--- src/rtl/mux_rr_arbiter.sv ---
// mux_rr_arbiter: round-robin arbiter that shares one 4:1 mux between four requesters.
// An owner keeps its grant until it drops its request or the hold timer runs out.
// After every release there is one idle cycle with no grant.
//
// Ports:
//   clk      in   system clock, rising edge
//   rst_n    in   asynchronous active-low reset
//   req      in   [3:0] request per requester (bit i = mux input i)
//   sel      out  [1:0] registered mux select; changes only when a new grant is issued
//   grant    out  [3:0] registered one-hot grant, zero when there is no owner
//   busy     out  high while a grant is active (OR of grant)
//   expired  out  one-cycle pulse when the hold timer forces a release
//
// Parameters:
//   MAX_HOLD  maximum consecutive grant cycles per owner; 0 = unlimited
//   CNT_W     hold counter width; 2**CNT_W must exceed MAX_HOLD
module mux_rr_arbiter #(
   parameter int unsigned MAX_HOLD = 16,
   parameter int unsigned CNT_W    = 5
) (
   input  logic       clk,
   input  logic       rst_n,
   input  logic [3:0] req,
   output logic [1:0] sel,
   output logic [3:0] grant,
   output logic       busy,
   output logic       expired
);

   // Counter value seen on the last allowed grant cycle.
   localparam logic [CNT_W-1:0] HoldLast = (MAX_HOLD == 0) ? '0 : CNT_W'(MAX_HOLD - 1);

   if (CNT_W == 0 || CNT_W > 31 || MAX_HOLD >= (32'd1 << CNT_W)) begin : g_bad_hold
      $error("mux_rr_arbiter: MAX_HOLD does not fit in CNT_W bits");
   end

   typedef enum logic {
      StIdle,
      StGrant
   } state_t;

   state_t           r_state;
   logic [1:0]       r_sel;
   logic [3:0]       r_grant;
   logic [1:0]       r_last;
   logic [CNT_W-1:0] r_cnt;
   logic             r_expired;

   state_t           w_state_nxt;
   logic [1:0]       w_sel_nxt;
   logic [3:0]       w_grant_nxt;
   logic [1:0]       w_last_nxt;
   logic [CNT_W-1:0] w_cnt_nxt;
   logic             w_expired_nxt;
   logic [1:0]       w_win;

   // Search last+1, last+2, last+3, last. Scanning from the far end lets the
   // nearest asserted request overwrite the others.
   always_comb begin
      logic [1:0] idx;
      w_win = r_last;
      idx   = r_last;
      for (int k = 4; k >= 1; k--) begin
         idx = r_last + 2'(k);
         if (req[idx]) w_win = idx;
      end
   end

   always_comb begin
      w_state_nxt   = r_state;
      w_sel_nxt     = r_sel;
      w_grant_nxt   = r_grant;
      w_last_nxt    = r_last;
      w_cnt_nxt     = r_cnt;
      w_expired_nxt = 1'b0;
      unique case (r_state)
         StIdle: begin
            if (|req) begin
               w_state_nxt = StGrant;
               w_sel_nxt   = w_win;
               w_grant_nxt = 4'b0001 << w_win;
               w_last_nxt  = w_win;
               w_cnt_nxt   = '0;
            end else begin
               w_grant_nxt = 4'b0000;
            end
         end
         StGrant: begin
            if (!req[r_sel]) begin
               // Owner let go; this takes precedence over a coincident timeout.
               w_state_nxt = StIdle;
               w_grant_nxt = 4'b0000;
            end else if (MAX_HOLD != 0 && r_cnt == HoldLast) begin
               w_state_nxt   = StIdle;
               w_grant_nxt   = 4'b0000;
               w_expired_nxt = 1'b1;
            end else if (r_cnt != '1) begin
               // Only the unlimited configuration can reach all ones; it saturates there.
               w_cnt_nxt = r_cnt + 1'b1;
            end
         end
         default: begin
            w_state_nxt = StIdle;
            w_grant_nxt = 4'b0000;
         end
      endcase
   end

   always_ff @(posedge clk or negedge rst_n) begin
      if (!rst_n) begin
         r_state   <= StIdle;
         r_sel     <= 2'b00;
         r_grant   <= 4'b0000;
         r_last    <= 2'd3;
         r_cnt     <= '0;
         r_expired <= 1'b0;
      end else begin
         r_state   <= w_state_nxt;
         r_sel     <= w_sel_nxt;
         r_grant   <= w_grant_nxt;
         r_last    <= w_last_nxt;
         r_cnt     <= w_cnt_nxt;
         r_expired <= w_expired_nxt;
      end
   end

   assign sel     = r_sel;
   assign grant   = r_grant;
   assign busy    = |r_grant;
   assign expired = r_expired;

endmodule
--- config.mk ---
export PLATFORM = sky130hd
export DESIGN_NAME = mux_rr_arbiter
export DESIGN_NICKNAME = d
export VERILOG_FILES = /design/src/rtl/mux_rr_arbiter.sv
export SDC_FILE = /design/constraint.sdc
export NUM_CORES = 1
export LEC_CHECK = 0
export BUFFER_PORTS_ARGS = -buffer_cell sky130_fd_sc_hd__buf_2
export CORE_MARGIN = 5
export CORE_UTILIZATION = 30
export CTS_CLUSTER_DIAMETER = 120
export DETAILED_ROUTE_END_ITERATION = 8
export PLACE_DENSITY = 0.47
export SETUP_SLACK_MARGIN = 0.5
export SYNTH_ARGS = -nofsm -noshare
export SYNTH_HDL_FRONTEND = slang
export SYNTH_SLANG_ARGS = --single-unit
export TNS_END_PERCENT = 20
--- constraint.sdc ---
create_clock -name clk -period 2.4 [get_ports clk]
set_clock_uncertainty 0.2 [all_clocks]
set_input_delay 0.24 -clock clk [delete_from_list [all_inputs] [get_ports clk]]
set_output_delay 0.24 -clock clk [all_outputs]
set_load 0.1 [all_outputs]
==> results of run 1 <==
[path summary, 6_finish.rpt]
kind	startpoint	endpoint	slack (ns)	cells past startpoint
setup / recovery	r_cnt[0]$_DFFE_PN0P_	r_cnt[2]$_DFFE_PN0P_	0.50	8
hold / removal	rst_n	grant[3]$_DFFE_PN0P_	0.18	2
setup reg to reg	r_cnt[0]$_DFFE_PN0P_	r_cnt[2]$_DFFE_PN0P_	0.50	8
hold reg to reg	sel[1]$_DFFE_PN0P_	sel[1]$_DFFE_PN0P_	0.31	1
max in group asynchronous	rst_n	r_last[1]$_DFFE_PN1P_	1.52	2
min in group clk	req[1]	grant[0]$_DFFE_PN0P_	0.30	4
[stage by stage]
stage / hold WS (ns) / utilization / area [um^2]
3_5_place_dp: -0.0297 / 0.363 / 892
5_1_grt: 0.218 / 0.410 / 1010
4_1_cts: 0.197 / 0.407 / 1000
3_3_place_gp: -0.0326 / 0.363 / 892
6_report: 0.184 / 0.410 / 1010
2_1_floorplan: -0.256 / - / 787
[final cells by class]
| class | instances | area [um^2] |
|---|---|---|
| clock buffer | 4 | 26.3 |
| fill | 228 | 1450 |
| inverter | 4 | 15.0 |
| multi-input combinational | 47 | 429 |
| sequential | 15 | 387 |
| tap | 30 | 37.5 |
| timing repair buffer | 18 | 111 |
[sequential cells by signal, summed over array words and instances (netlist names)]
register / flops
r_cnt: 5
grant: 4
r_last: 2
sel: 2
expired: 1
r_state: 1
[routing by layer]
layer,vias up,share of wire
met2,12,0.48
li1,292,-
met4,0,0.012
met5,-,0
met1,295,0.45
met3,2,0.053
[placed cells by master, fill, tap and decap left out, drive strengths merged, types with 2 or more instances in the layout]
cell type  instances
a21oi              4
nor2               6
a22o               4
or2b               2
buf               17
nand3              2
dfrtp             13
ha                 3
dfstp              2
and3               3
nor3b              2
xor2               2
a21o               3
inv                4
clkbuf             4
a32o               2
o21ai              2
[timing repair]
| item | in CTS | in global routing |
|---|---|---|
| pin swaps | 2 | 1 |
| setup endpoints to repair | 6 | 10 |
| resized for setup | 9 | 1 |
| setup buffers | 3 | 0 |
| endpoints found under the hold margin | 15 | 0 |
| hold buffers | 1 | 0 |
[kinds of logic after synthesis]
group           share of synthesized area
xor+xnor                           0.0228
simple gates                        0.160
flops                               0.493
compound gates                      0.206
mux                                0.0440
buf+inv                            0.0261
fa+ha+maj                          0.0489
[worst register-to-register path, delay by kind of cell, from the launching register on]
| kind | cells | cell delay (ns) |
|---|---|---|
| fa+ha+maj | 2 | 0.37 |
| simple gates | 4 | 0.55 |
| flops | 1 | 0.39 |
| buf+inv | 1 | 0.15 |
| xor+xnor | 1 | 0.15 |
==> flow_summary.toml, run 1 <==
[clock_tree]
cts_buffers = 3
worst_skew_pair.late_latency_ns = 0.28
cts-root-to-sink-buffers = 2
cts_tree = "done"
cts.htree.levels = 1
ctsRootBufferMaster = "sky130_fd_sc_hd__clkbuf_4"
clk_pin_slew_ns = 0.09
clock_sinks = 15

[timing]
timing_worst_slew_pin_value_ns = 0.550
finalSetupViolations = 0
setup_slack_after_layout_ns = 0.498
final-hold-violation-count = 0
max_slew_margin_vs_limit = 0.633
fmax_ghz = 0.526
final_sum_of_negative_setup_slack_ns = 0
final_max_slew_viol_count = 0
timing.final.crit_period_ns = 1.90
fin_crit_sh = 0.793
grt_setup_unrepaired = "yes"

[setup_path]
timing.critical_path.slowest_stage_cell = "sky130_fd_sc_hd__dfrtp_1"
crit_fanout = 3
worstPathArrival_ns = 1.87
cpLargestDelayFamily = "simple AND/OR/NAND/NOR gates"
cp_slowest_stage_delay_ns = 0.39
timing_worst_setup_path_type = "register to register"
endpoint_kind = "register"
crit_path_buffers_inverters = 1
critical_path.startpoint_type = "register"
crit_required_ns = 2.37
worstPathCellList = "ha_2, and3_4, ha_4, nor3b_4, buf_4, nand3_1, xor2_1, nor2_1"

[route]
routedWlPerCell_um = 13.6
wirelength_um = 1600
dr.first_iter.drc_count = 13
vias = 601
post_drt_via_cell_ratio = 5.09
drc_errors = 0
detailedRoute.firstPassIterationCount = 4
detail-route-antenna-nets = 0

[placement]
place.detailed.hpwl_um = 1160
post-place-cells = 110
routabilityCongestion = 0.781
place_worst_setup_slack_ns = 0.322
port_buffers = 13

[floorplanning]
die_x_um = 60.6
floorplan.rows = 18
initial_utilization = 0.312
die_height_um = 60.6
ios = 14
floorplan.die_area_um2 = 3670
core_um2 = 2450

[layout]
layout.cells.non_filler = 118
fraction_of_layout_cells_with_a_size_suffix_above_1 = 0.455
syn2layout_area_growth_pct = 31.2
diodes = 0
finalNetCount = 98

[synthesis]
netlist_top_cells_count = "13 x sky130_fd_sc_hd__dfrtp_1, 6 x sky130_fd_sc_hd__nor2_1, 4 x sky130_fd_sc_hd__a21oi_1, 4 x sky130_fd_sc_hd__a22o_1, 4 x sky130_fd_sc_hd__inv_1"
syn-mean-instance-area_um2 = 11.4
ys_top_cells_by_area = "sky130_fd_sc_hd__dfrtp_1 42%, sky130_fd_sc_hd__dfstp_2 6.9%, sky130_fd_sc_hd__ha_1 4.9%"
ys_ff_latch = 15
netlist.top_cell.by_area = "sky130_fd_sc_hd__dfrtp_1"
count_of_cell_types_in_the_netlist = 30
postSynth.topFlopCell = "sky130_fd_sc_hd__dfrtp_1"
synth_enable_flop_cells = 0
synth_nets = 76
syn-cell-area_um2 = 767
yosys.cell_count.top_type = "sky130_fd_sc_hd__dfrtp_1"
synth.yosys.warnings = 0
asyncSetResetFlopFracSynth = 1.00
post-synth-top-area-fraction = 0.424
netlist_instances = 67
synth_sequential_area_ratio = 0.493

[global_routing]
number_of_global_route_vias_before_repair = 632
grt.overflow.total = 0
grt_start_max_net_pins = 16
gr-usage-met1 = 0.129
grt_use_total = 0.109
groute.layer.met2.usage = 0.182
grt_pass1_wl_um = 2930
global_route.peak_usage_layer = "met2"
number_of_antenna_violations_at_the_first_check_in_global_routing = 0
grt_use_met3 = 0.0383

[status]
status = "finished, final reports clean"

[job]
drv.max_cap_violation_count = 0

[min_path]
hp-class = "input pin to async pin"
Power of run 1 is not shown: default switching activity piles up to over one toggle a cycle in this logic, so the estimate is an artifact.
==> run 2: changes to the inputs <==
--- a/config.mk
+++ b/config.mk
@@ -10,7 +10,7 @@
 export CORE_UTILIZATION = 30
 export CTS_CLUSTER_DIAMETER = 120
 export DETAILED_ROUTE_END_ITERATION = 8
-export PLACE_DENSITY = 0.47
+export PLACE_DENSITY = 0.49
 export SETUP_SLACK_MARGIN = 0.5
 export SYNTH_ARGS = -nofsm -noshare
 export SYNTH_HDL_FRONTEND = slang
==> constraint.sdc (replaced) <==
create_clock -name clk -period 1.7 [get_ports clk]
set_clock_uncertainty 0.2 [all_clocks]
set_input_delay 0.17 -clock clk [delete_from_list [all_inputs] [get_ports clk]]
set_output_delay 0.17 -clock clk [all_outputs]
set_load 0.1 [all_outputs]
==> flow_summary.toml, run 2 (synthesis gave the netlist of run 1 again) <==
[route]
dr.first_iter.drc_count = 22
wirelength_um = 1880
detail-route-antenna-nets = 0
drc_errors = 0
routedWlPerCell_um = 14.5
post_drt_via_cell_ratio = 5.09
detailedRoute.firstPassIterationCount = 4
vias = 656

[global_routing]
grt_use_total = 0.121
gr-usage-met1 = 0.143
grt.overflow.total = 0
number_of_antenna_violations_at_the_first_check_in_global_routing = 0
number_of_global_route_vias_before_repair = 686
global_route.peak_usage_layer = "met2"
grt_start_max_net_pins = 16
grt_use_met3 = 0.0255
grt_pass1_wl_um = 3190
groute.layer.met2.usage = 0.200

[layout]
largest_register = "r_cnt"
fraction_of_layout_cells_with_a_size_suffix_above_1 = 0.566
syn2layout_area_growth_pct = 59.4
mostFrequentLayoutCell = "sky130_fd_sc_hd__buf_4"
finalNetCount = 109
layout.cells.most_common_list = "13 x sky130_fd_sc_hd__buf_4, 10 x sky130_fd_sc_hd__dfrtp_1, 6 x sky130_fd_sc_hd__nor2_1, 6 x sky130_fd_sc_hd__buf_12, 5 x sky130_fd_sc_hd__buf_2"
utilization = 0.498
largest_register_ffs = 5
diodes = 0

[clock_tree]
clock_sinks = 15
worst_skew_pair.late_latency_ns = 0.29
cts_tree = "done"
ctsRootBufferMaster = "sky130_fd_sc_hd__clkbuf_4"
clk_pin_slew_ns = 0.10
cts-root-to-sink-buffers = 2
cts.htree.levels = 1
cts_buffers = 3

[setup_path]
crit_fanout = 3
timing.rr.start = "r_cnt[0]$_DFFE_PN0P_"
rr_endpoint = "r_cnt[0]$_DFFE_PN0P_"
endpoint_kind = "register"
timing.reg2reg.setup_slack_ns = -0.16
critical_path.startpoint_type = "register"
crit_required_ns = 1.69
timing_worst_setup_path_type = "register to register"
worstPathArrival_ns = 1.84
ff2ff_path_depth = 6

[min_path]
hp-class = "input pin to async pin"

[placement]
place_worst_setup_slack_ns = -0.212
port_buffers = 13
routabilityCongestion = 0.764
place.detailed.hpwl_um = 1270

[status]
violations = "negative setup slack"
status = "finished with violations"

[floorplanning]
floorplan.die_area_um2 = 3670
die_x_um = 60.6
core_um2 = 2450
initial_utilization = 0.312
floorplan.rows = 18
die_height_um = 60.6
ios = 14

[timing]
timing.final.crit_period_ns = 1.86
setup_slack_after_layout_ns = -0.157
final_max_slew_viol_count = 0
hold_slack_ns = 0.113
fmax_ghz = 0.539
timing_worst_slew_pin_value_ns = 0.355
finalSetupViolations = 11
final_sum_of_negative_setup_slack_ns = -1.08
grt_setup_unrepaired = "yes"
fin_crit_sh = 1.09
final-hold-violation-count = 0
max_slew_margin_vs_limit = 0.762

[job]
drv.max_cap_violation_count = 0
[run 2: stage by stage]
step | instances | area, um^2
floorplan | 67 | 785
detailed placement | 119 | 957
global route | 129 | 1220
finish | 129 | 1220
global placement | 119 | 957
CTS | 127 | 1190
[run 2: how the worst max path moves through the flow]
stage	to	from	slack, ns
2_1_floorplan	r_cnt[0]$_DFFE_PN0P_	sel[0]$_DFFE_PN0P_	-0.23
3_3_place_gp	r_cnt[2]$_DFFE_PN0P_	r_cnt[0]$_DFFE_PN0P_	-0.19
3_5_place_dp	r_cnt[0]$_DFFE_PN0P_	r_cnt[0]$_DFFE_PN0P_	-0.21
6_report	r_cnt[0]$_DFFE_PN0P_	r_cnt[0]$_DFFE_PN0P_	-0.16
4_1_cts	r_cnt[3]$_DFFE_PN0P_	r_cnt[1]$_DFFE_PN0P_	-0.16
5_1_grt	r_cnt[3]$_DFFE_PN0P_	r_cnt[0]$_DFFE_PN0P_	-0.26
[run 2: cell type report]
type                    instances  area, um^2
flip-flops and latches         15         384
repair buffers                 29         294
well taps                      30        37.5
clock buffers                   4        26.3
fillers                       227        1230
inverters                       4        15.0
multi-input cells              47         465
[run 2: metal layers]
layer,routed length [um],up-vias
met5,0,-
met4,34,0
met3,81,4
met2,914,10
met1,846,324
li1,-,318
[run 2: repair_timing]
item | in CTS | in global routing
hold endpoints to repair | 15 | 0
pin swaps | 13 | 12
hold buffers | 1 | 0
buffers inserted | 3 | 2
resized for setup | 42 | 4
setup endpoints to repair | 23 | 23
[run 2: critical path, cell delays in order, from the launching register on]
cell	delay, ns
sky130_fd_sc_hd__dfrtp_1	0.40
sky130_fd_sc_hd__ha_2	0.19
sky130_fd_sc_hd__and3_4	0.17
sky130_fd_sc_hd__ha_4	0.17
sky130_fd_sc_hd__nor3b_4	0.23
sky130_fd_sc_hd__o22ai_2	0.11
sky130_fd_sc_hd__mux2_4	0.28
Power of run 2 is left out for the same reason.
